<file path="config.mk">
export PLATFORM = sky130hd
export DESIGN_NAME = seven_seg_scan_ctrl
export DESIGN_NICKNAME = d
export VERILOG_FILES = /design/src/rtl/seven_seg_pkg.sv /design/src/rtl/seven_seg_decoder.sv /design/src/rtl/seven_seg_scan_ctrl.sv
export SDC_FILE = /design/constraint.sdc
export NUM_CORES = 1
export LEC_CHECK = 0
export BUFFER_PORTS_ARGS = -buffer_cell sky130_fd_sc_hd__buf_2
export CORE_MARGIN = 4
export CORE_UTILIZATION = 50
export CTS_CLUSTER_DIAMETER = 50
export DETAILED_ROUTE_END_ITERATION = 8
export GPL_ROUTABILITY_DRIVEN = 0
export PLACE_DENSITY = 0.78
export SYNTH_ARGS = -nofsm -noshare
export SYNTH_HDL_FRONTEND = slang
export SYNTH_SLANG_ARGS = --single-unit
</file>
<file path="constraint.sdc">
create_clock -name clk -period 3 [get_ports clk]
set_input_delay 0.3 -clock clk [delete_from_list [all_inputs] [get_ports clk]]
set_output_delay 0.3 -clock clk [all_outputs]
set_load 0.1 [all_outputs]
</file>
<file path="src/rtl/seven_seg_pkg.sv">
// -----------------------------------------------------------------------------
// seven_seg_pkg
// Shared constants for the seven-segment scan controller: mux code values,
// active-low segment patterns ({g,f,e,d,c,b,a}, 0 = segment lit) and the
// scan state encoding.
// -----------------------------------------------------------------------------
package seven_seg_pkg;

   // Digit codes returned by the display mux beyond 0..9
   localparam logic [3:0] CODE_BLANK = 4'hA;
   localparam logic [3:0] CODE_DASH  = 4'hB;

   // Active-low segment patterns, bit order {g,f,e,d,c,b,a}
   localparam logic [6:0] SEG_BLANK = 7'h7F;
   localparam logic [6:0] SEG_DASH  = 7'h3F;
   localparam logic [6:0] SEG_0     = 7'h40;
   localparam logic [6:0] SEG_1     = 7'h79;
   localparam logic [6:0] SEG_2     = 7'h24;
   localparam logic [6:0] SEG_3     = 7'h30;
   localparam logic [6:0] SEG_4     = 7'h19;
   localparam logic [6:0] SEG_5     = 7'h12;
   localparam logic [6:0] SEG_6     = 7'h02;
   localparam logic [6:0] SEG_7     = 7'h78;
   localparam logic [6:0] SEG_8     = 7'h00;
   localparam logic [6:0] SEG_9     = 7'h10;

   typedef enum logic {
      SCAN_DEAD = 1'b0,
      SCAN_ON   = 1'b1
   } scan_state_t;

endpackage

</file>
<file path="src/rtl/seven_seg_decoder.sv">
// -----------------------------------------------------------------------------
// seven_seg_decoder
// Combinational 4-bit digit code to active-low segment pattern.
//   code  : in,  4 - digit code (0..9 digits, 4'hB dash, everything else blank)
//   seg_n : out, 7 - {g,f,e,d,c,b,a}, active-low
// -----------------------------------------------------------------------------
module seven_seg_decoder (
   input  logic [3:0] code,
   output logic [6:0] seg_n
);
   import seven_seg_pkg::*;

   always_comb begin
      seg_n = SEG_BLANK;
      case (code)
         4'd0:      seg_n = SEG_0;
         4'd1:      seg_n = SEG_1;
         4'd2:      seg_n = SEG_2;
         4'd3:      seg_n = SEG_3;
         4'd4:      seg_n = SEG_4;
         4'd5:      seg_n = SEG_5;
         4'd6:      seg_n = SEG_6;
         4'd7:      seg_n = SEG_7;
         4'd8:      seg_n = SEG_8;
         4'd9:      seg_n = SEG_9;
         CODE_DASH: seg_n = SEG_DASH;
         default:   seg_n = SEG_BLANK;
      endcase
   end

endmodule

</file>
<file path="src/rtl/seven_seg_scan_ctrl.sv">
// -----------------------------------------------------------------------------
// seven_seg_scan_ctrl
// Time-multiplexed scan controller for the multi-digit seven-segment display.
// Walks mux_sel from NUM_DIGITS-1 down to 0, one slot of REFRESH_DIV cycles per
// digit. Each slot starts with DEAD_CYCLES of all anodes off (ghosting guard,
// also lets the display mux settle), then captures the returned digit code and
// lights the selected anode for the rest of the slot.
//
// Ports:
//   clk        : in,  1          - system clock
//   rst_n      : in,  1          - asynchronous active-low reset
//   en         : in,  1          - scan enable (0 parks the scan at frame start)
//   digit_data : in,  4          - code of the selected digit from the mux
//   dp_sel     : in,  NUM_DIGITS - decimal-point request per digit, active-high
//   mux_sel    : out, 3          - digit select to the mux
//   an         : out, NUM_DIGITS - common anodes, active-low
//   seg        : out, 7          - {g,f,e,d,c,b,a}, active-low
//   dp_n       : out, 1          - decimal point, active-low
//   frame_tick : out, 1          - one-cycle pulse on wrap back to NUM_DIGITS-1
//
// Build option SEVEN_SEG_LEADING_ZERO_BLANK_EN: blanks leading zeros of the
// frame (digit 0 is always shown).
//
// state     | meaning
// ----------+--------------------------------------------------------------
// SCAN_DEAD | all anodes off, mux_sel settling; ends by capturing seg/dp_n
// SCAN_ON   | selected anode lit with the captured pattern; ends by stepping
//           | mux_sel to the next digit
// -----------------------------------------------------------------------------
module seven_seg_scan_ctrl #(
   parameter int NUM_DIGITS  = 6,
   parameter int REFRESH_DIV = 50000,
   parameter int DEAD_CYCLES = 4
) (
   input  logic                  clk,
   input  logic                  rst_n,
   input  logic                  en,
   input  logic [3:0]            digit_data,
   input  logic [NUM_DIGITS-1:0] dp_sel,
   output logic [2:0]            mux_sel,
   output logic [NUM_DIGITS-1:0] an,
   output logic [6:0]            seg,
   output logic                  dp_n,
   output logic                  frame_tick
);
   import seven_seg_pkg::*;

   localparam int              CNT_W     = (REFRESH_DIV > 1) ? $clog2(REFRESH_DIV) : 1;
   localparam logic [CNT_W-1:0] DEAD_LAST = CNT_W'(DEAD_CYCLES - 1);
   localparam logic [CNT_W-1:0] SLOT_LAST = CNT_W'(REFRESH_DIV - 1);
   localparam logic [2:0]       SEL_FIRST = 3'(NUM_DIGITS - 1);

   scan_state_t           state_q, state_d;
   logic [CNT_W-1:0]      cnt_q, cnt_d;
   logic [2:0]            mux_sel_d;
   logic [NUM_DIGITS-1:0] an_d;
   logic [6:0]            seg_d;
   logic                  dp_n_d;
   logic                  capture;
   logic                  frame_wrap;
   logic [6:0]            dec_seg;
   logic [6:0]            capture_seg;

   seven_seg_decoder u_decoder (
      .code  (digit_data),
      .seg_n (dec_seg)
   );

   // The slot counter runs 0..REFRESH_DIV-1 across the whole slot; DEAD
   // occupies the first DEAD_CYCLES counts, ON the remainder.
   assign capture    = en && (state_q == SCAN_DEAD) && (cnt_q == DEAD_LAST);
   assign frame_wrap = en && (state_q == SCAN_ON) && (cnt_q == SLOT_LAST)
                       && (mux_sel == 3'd0);

`ifdef SEVEN_SEG_LEADING_ZERO_BLANK_EN
   // Set once a significant digit has been shown in the current frame.
   logic nonzero_q;

   always_ff @(posedge clk or negedge rst_n) begin
      if (!rst_n) begin
         nonzero_q <= 1'b0;
      end else if (!en || frame_wrap) begin
         nonzero_q <= 1'b0;
      end else if (capture && (digit_data != 4'h0) && (digit_data != CODE_BLANK)) begin
         nonzero_q <= 1'b1;
      end
   end

   assign capture_seg = ((digit_data == 4'h0) && !nonzero_q && (mux_sel != 3'd0))
                        ? SEG_BLANK : dec_seg;
`else
   assign capture_seg = dec_seg;
`endif

   always_ff @(posedge clk or negedge rst_n) begin
      if (!rst_n) begin
         state_q    <= SCAN_DEAD;
         cnt_q      <= '0;
         mux_sel    <= SEL_FIRST;
         an         <= '1;
         seg        <= SEG_BLANK;
         dp_n       <= 1'b1;
         frame_tick <= 1'b0;
      end else begin
         state_q    <= state_d;
         cnt_q      <= cnt_d;
         mux_sel    <= mux_sel_d;
         an         <= an_d;
         seg        <= seg_d;
         dp_n       <= dp_n_d;
         frame_tick <= frame_wrap;
      end
   end

   always_comb begin
      state_d   = state_q;
      cnt_d     = cnt_q + 1'b1;
      mux_sel_d = mux_sel;
      seg_d     = seg;
      dp_n_d    = dp_n;

      if (!en) begin
         state_d   = SCAN_DEAD;
         cnt_d     = '0;
         mux_sel_d = SEL_FIRST;
         seg_d     = SEG_BLANK;
         dp_n_d    = 1'b1;
      end else begin
         case (state_q)
            SCAN_DEAD: begin
               // Capture happens only here, so the lit pattern is frozen for
               // the whole ON phase regardless of digit_data activity.
               if (capture) begin
                  state_d = SCAN_ON;
                  seg_d   = capture_seg;
                  dp_n_d  = ~dp_sel[mux_sel];
               end
            end
            SCAN_ON: begin
               if (cnt_q == SLOT_LAST) begin
                  state_d   = SCAN_DEAD;
                  cnt_d     = '0;
                  seg_d     = SEG_BLANK;
                  dp_n_d    = 1'b1;
                  mux_sel_d = (mux_sel == 3'd0) ? SEL_FIRST : mux_sel - 3'd1;
               end
            end
            default: begin
               state_d = SCAN_DEAD;
               cnt_d   = '0;
            end
         endcase
      end

      // Anodes are registered from the next state so the pins change on the
      // same edge as the state, with no decode glitches.
      an_d = '1;
      if (state_d == SCAN_ON) begin
         an_d[mux_sel_d] = 1'b0;
      end
   end

endmodule

</file>
# Word level (Yosys, flattened, before mapping)
# Memory sizes are Yosys's and may differ from the RTL's.
# Cells that the tools add are included.
[totals]
reg_bits = 35
romBits = 112
in_bits = 13
out_inout_bits = 18
word_cells = 52
mem_count = 1
[memory_table]
columns = ["name", "words", "width", "read_ports", "rd_ports_with_merged_regs", "write_ports", "line", "rtl"]
rows = [
  ["(name not given)", 16, 7, 1, 0, 0, "seven_seg_decoder.sv:15", "case (code)"],
]
[op_classes]
add_sub_neg = 2
order_cmp = 3
n_eq_ne = 4
muxes = 24
n_bitwise = 3
reduce_logical = 8
[ops]
columns = ["op", "count"]
rows = [
  ["16-bit two-way mux", 3],
  ["7-bit two-way mux", 3],
  ["16-bit by 1-bit adder with 16-bit output, second input constant", 1],
  ["16-bit equality test, second input constant", 1],
  ["16-bit by 2-bit equality test with 1-bit output, second input constant", 1],
  ["7-bit one-hot mux with 2 select lines", 1],
  ["3-bit two-way mux", 4],
  ["3-bit by 4-bit less-than comparator with 1-bit output, second input constant", 2],
  ["1-bit two-way mux", 8],
  ["1-bit logical AND", 6],
  ["6-bit two-way mux", 1],
  ["6-bit NOT", 1],
  ["1-bit one-hot mux with 2 select lines", 2],
  ["1-bit binary-select mux with 3-bit select", 1],
  ["1-bit demux with 3-bit select", 1],
  ["3-bit by 1-bit >= comparator with 1-bit output, second input constant", 1],
  ["3-bit logical NOT", 1],
  ["3-bit by 2-bit != test with 1-bit output, second input constant", 1],
  ["3-bit != test, second input constant", 1],
  ["3-bit by 1-bit subtractor with 3-bit output, second input constant", 1],
  ["1-bit NOT", 2],
  ["2-bit AND reduction", 1],
]

# Logic depth before layout (Yosys ltp)
[depth]
word_depth = 11
ltp_mapped = 7
ltp_nobuf = 6

# Modules after synthesis
# Synthesis repeated with hierarchy kept, for this count alone.
[hier_totals]
hier_cells = 180
hier_area_um2 = 1821.7
[modules_own_cells]
columns = ["module", "instances", "cells_each", "area_per_inst_um2", "seq_area_each_um2"]
rows = [
  ["seven_seg_scan_ctrl", 1, 147, 1612.8, 895.9],
  ["seven_seg_decoder", 1, 33, 209.0, 0.0],
]

# Least setup slack after synthesis
# No wires, ideal clock.
[synth_path]
path_type = "register to register"
startpoint = "reg mux_sel[0]"
endpoint = "reg dp_n"
setup_time_ps = 77
arrival_time_ps = 1898
required_ps = 2923
slack_ps = 1024
path_stages_with_launch = 6
path_buffers = 1
synth_period_minus_slack_ps = 1976
path_cell_list = "dfstp_2 -> buf_2 -> mux4_2 -> nand2_1 -> o31ai_1 -> a31oi_1"
[synth_between]
elab_chain_cells = 6
[synth_rtl]
columns = ["element", "line", "rtl"]
rows = [
  ["from (decl)", "seven_seg_scan_ctrl.sv:40", "output logic [2:0] mux_sel,"],
  ["from (signal assigned)", "seven_seg_scan_ctrl.sv:107", "mux_sel <= mux_sel_d;"],
  ["1-bit binary-select mux with 3-bit select", "seven_seg_scan_ctrl.sv:136", "dp_n_d = ~dp_sel[mux_sel];"],
  ["1-bit two-way mux (implied by the code)", "seven_seg_scan_ctrl.sv:136", ""],
  ["1-bit NOT", "seven_seg_scan_ctrl.sv:136", ""],
  ["1-bit two-way mux", "seven_seg_scan_ctrl.sv:133", "if (capture) begin"],
  ["1-bit one-hot mux with 2 select lines", "seven_seg_scan_ctrl.sv:129", "case (state_q)"],
  ["1-bit two-way mux", "seven_seg_scan_ctrl.sv:122", "if (!en) begin"],
  ["to (signal assigned)", "seven_seg_scan_ctrl.sv:110", "dp_n <= dp_n_d;"],
  ["to (decl)", "seven_seg_scan_ctrl.sv:43", "output logic dp_n,"],
]
# Every way passes these cells. The select of a mux whose other input is x is not followed.
# A chain may end at the register's enable or synchronous reset.

# Worst setup path in the final report
[layout_path]
startpoint = "reg cnt_q[0]"
endpoint = "reg cnt_q[3]"
[layout_between]
elab_chain_cells = 4
elab_cells_between_ends = 5
classes_between = "add/sub (1); eq/ne (1); mux (3)"
[layout_rtl]
columns = ["element", "line", "rtl"]
rows = [
  ["from (decl)", "seven_seg_scan_ctrl.sv:54", "logic [CNT_W-1:0] cnt_q, cnt_d;"],
  ["from (signal assigned)", "seven_seg_scan_ctrl.sv:106", "cnt_q <= cnt_d;"],
  ["16-bit by 1-bit adder with 16-bit output / 16-bit equality test (equally long branches)", "seven_seg_scan_ctrl.sv:117, seven_seg_scan_ctrl.sv:140", ""],
  ["16-bit two-way mux", "seven_seg_scan_ctrl.sv:140", "if (cnt_q == SLOT_LAST) begin"],
  ["16-bit two-way mux (*)", "seven_seg_scan_ctrl.sv:129", ""],
  ["16-bit two-way mux (*)", "seven_seg_scan_ctrl.sv:122", ""],
  ["named net cnt_d[3]", "seven_seg_scan_ctrl.sv:54", ""],
]
# The timed path passes the listed nets; every way through them passes the cells marked *.

==> metrics <==
Final Setup Violations 0; total wire length 3532 um; Via density 5.488; total track usage between 10% and 20%; Worst EP required 3.16 ns; power consumption 0.001095 W; Syn Std Cell Area between 1500 and 2000 um2; startpoint types flip-flop; main combinational cell family by area after synthesis simple AND/OR/NAND/NOR gates; port bufs 30; mux cell area share after synthesis between 5 and 6%; largest cells by area after synthesis dfrtp_1 (25%), dfstp_2 (23%), ha_1 (5.4%); worst slew pin tran 0.7558 ns; Die Span Y roughly 70 um; first-pass GRT wire length 6203 um; critical setup path kind reg -> reg; n_diodes 0; Core Rows 21; Post-route DRC 0; dominant synthesized flop cell dfrtp_1; Initial Utilization between 50% and 60%; Netlist cell types 40; I/O pins 31; critical path launch point cnt_q[0]$_DFF_PN0_; Slew HR between 40 and 50%; Static Leak ~0.94 nW; unrepaired setup endpoints after global routing no; DRT iter0 DRCs 50; Worst R2R End cnt_q[3]$_DFF_PN0_; drt pass-1 iters 5; commonest non-fill, non-tap cells in the layout buf_2 (30), nor2_1 (22), dfrtp_1 (19); Via Count approximately 1400; PwrDens roughly 510 nW/um2; ys async rst share 100.0%; Clock Root Buffer clkbuf_8; GRT overflow 0; post_cts resized 0; CP endpoint kind flip-flop; Final Hold Viols 0; CTS tree built; Setup TNS 0 ns; crit path DAT between 2 and 2.5 ns; status complete, no violations; simple-gate area share of the yosys netlist 21.43%; fmax about 470 MHz; fraction of the mapped netlist area in adder cells approximately 5.4%; commonest non-fill, non-tap cell in the layout buf_2; Yosys top cell by area dfrtp_1; IR drop worst, VDD roughly 0.42 mV; largest net degree at the start of global routing 36; Synth-to-Final Area Change 14.94%; Synth Area in XOR/XNOR 6.564%; clk_lat worst skew ~0.3 ns; WL/cell ~14 um; Num CTS Buffers 5; Post-CTS Setup Repair Bufs 0; synthesis-stage register bit count 35; Syn Area/Cell slightly above 10 um2; final max-slew violation count 0; number of synthesized flops with an enable pin 0; post-synth top area share approximately a quarter; Final HPWL DP about 2500 um; Critical Path Fanout Max 15; Synth Area in Compound Gates 8.774%; Worst Hold Class in -> async; Gate Count Post-Synth 182; core area 3468 um2; die area 4778 um2; CTS sink cnt 35; Yosys Warn Count 0; vias in the first global route roughly 1300; deepest clock path buffer count 2; Final Cycle Share a little under three quarters; Clock transition at path regs roughly 0.070 ns; share of layout cells above drive strength 1 31.13%; number of max-cap violations 0; sequential share of the synthesized area between 40 and 50%; minimum clock period about 2.1 ns; Syn Nets between 200 and 250; Post-DRT Antenna Nets 0; RR Startpoint cnt_q[0]$_DFF_PN0_; Die Width 69.13 um; FF-to-FF setup slack approximately 0.87 ns; nets@finish around 230; r2r worst-path depth 5; Max Clock Skew between 0.007 and 0.008 ns; initial antenna violation count 0; CTS HTree Levels 2; CTS Hold Bufs 0
## area by class of cell
| class | count | area, um2 |
|---|---|---|
| repair buffers | 30 | 150.1 |
| clock inverters | 3 | 43.79 |
| clock buffers | 5 | 68.82 |
| multi-input cells | 127 | 885.9 |
| fillers | 297 | 1321 |
| flip-flops and latches | 35 | 895.9 |
| inverters | 12 | 45.04 |
| well taps | 46 | 57.56 |
## Yosys cell counts, types with 2 or more instances
cell and n:
o21ai_0 7, buf_2 2, nand2_1 12, xnor2_1 10
clkbuf_1 4, dfstp_2 16, nor4_1 6, mux2_2 5
nand4_1 5, nor2_1 22, a31oi_1 3, mux2i_1 2
dfrtp_1 19, a21oi_1 4, ha_1 8, o22ai_1 2
xor2_1 4, nor2b_1 2, nor3_1 6, and4_1 3
inv_1 12, nand2b_1 2, nand3_1 7, o2111a_1 3
## cell families (layout without fill, tap and decap cells)
logic type / after synthesis / after routing
simple gates: 73 / 73
flops: 35 / 35
compound gates: 24 / 24
buf+inv: 20 / 50
xor+xnor: 14 / 14
fa+ha+maj: 8 / 8
mux: 8 / 8
## state kept, by name, summed over array words and instances, names as in the netlist
register    count
seg             7
cnt_q          16
frame_tick      1
mux_sel         3
dp_n            1
state_q         1
an              6
## routing by layer
| metal | share of wire (%) | global-route usage [%] | vias up |
|---|---|---|---|
| met2 | 46 | 24.79 | 36 |
| met4 | 1.5 | 5.857 | 0 |
| met5 | 0 | 0 | - |
| li1 | - | - | 702 |
| met3 | 6.9 | 6.541 | 6 |
| met1 | 46 | 20.47 | 672 |
## worst max path at each step
| stage | to | slack (ns) | depth (start not counted) |
|---|---|---|---|
| global route | cnt_q[13]$_DFF_PN0_ | 0.67 | 5 |
| global placement | seg[1]$_DFFE_PN1P_ | 1.01 | 5 |
| detailed placement | cnt_q[4]$_DFF_PN0_ | 0.88 | 5 |
| CTS | seg[1]$_DFFE_PN1P_ | 0.88 | 5 |
| finish | cnt_q[3]$_DFF_PN0_ | 0.87 | 5 |
| floorplan | dp_n$_DFFE_PN1P_ | 1.02 | 5 |
## power breakdown
part           total (W)  switching, W  internal [W]
combinational   0.000165      0.000127     0.0000381
sequential      0.000506     0.0000112      0.000494
clock           0.000424      0.000177      0.000247
total            0.00109      0.000315      0.000780
## metrics by stage
| step | utilization [%] | cell area (um2) | hold WS, ns | setup slack (ns) | instances |
|---|---|---|---|---|---|
| finish | 61.90 | 2147 | 0.06857 | 0.8718 | 258 |
| global route | 61.90 | 2147 | 0.1260 | 0.6734 | 258 |
| CTS | 61.90 | 2147 | 0.08831 | 0.8768 | 258 |
| detailed placement | 58.66 | 2034 | 0.4115 | 0.8764 | 250 |
| global placement | 58.66 | 2034 | 0.4018 | 1.011 | 250 |
| floorplan | - | 1868 | 0.004409 | 1.025 | 182 |
## critical path, cell delays in order, from the launching register on
cell and delay, ns:
dfrtp_1 0.40, ha_1 0.22, nor4b_2 0.39, nand4_2 0.33, nand2_1 0.54, nor2_1 0.12
Power figures use the tool's default switching activity.
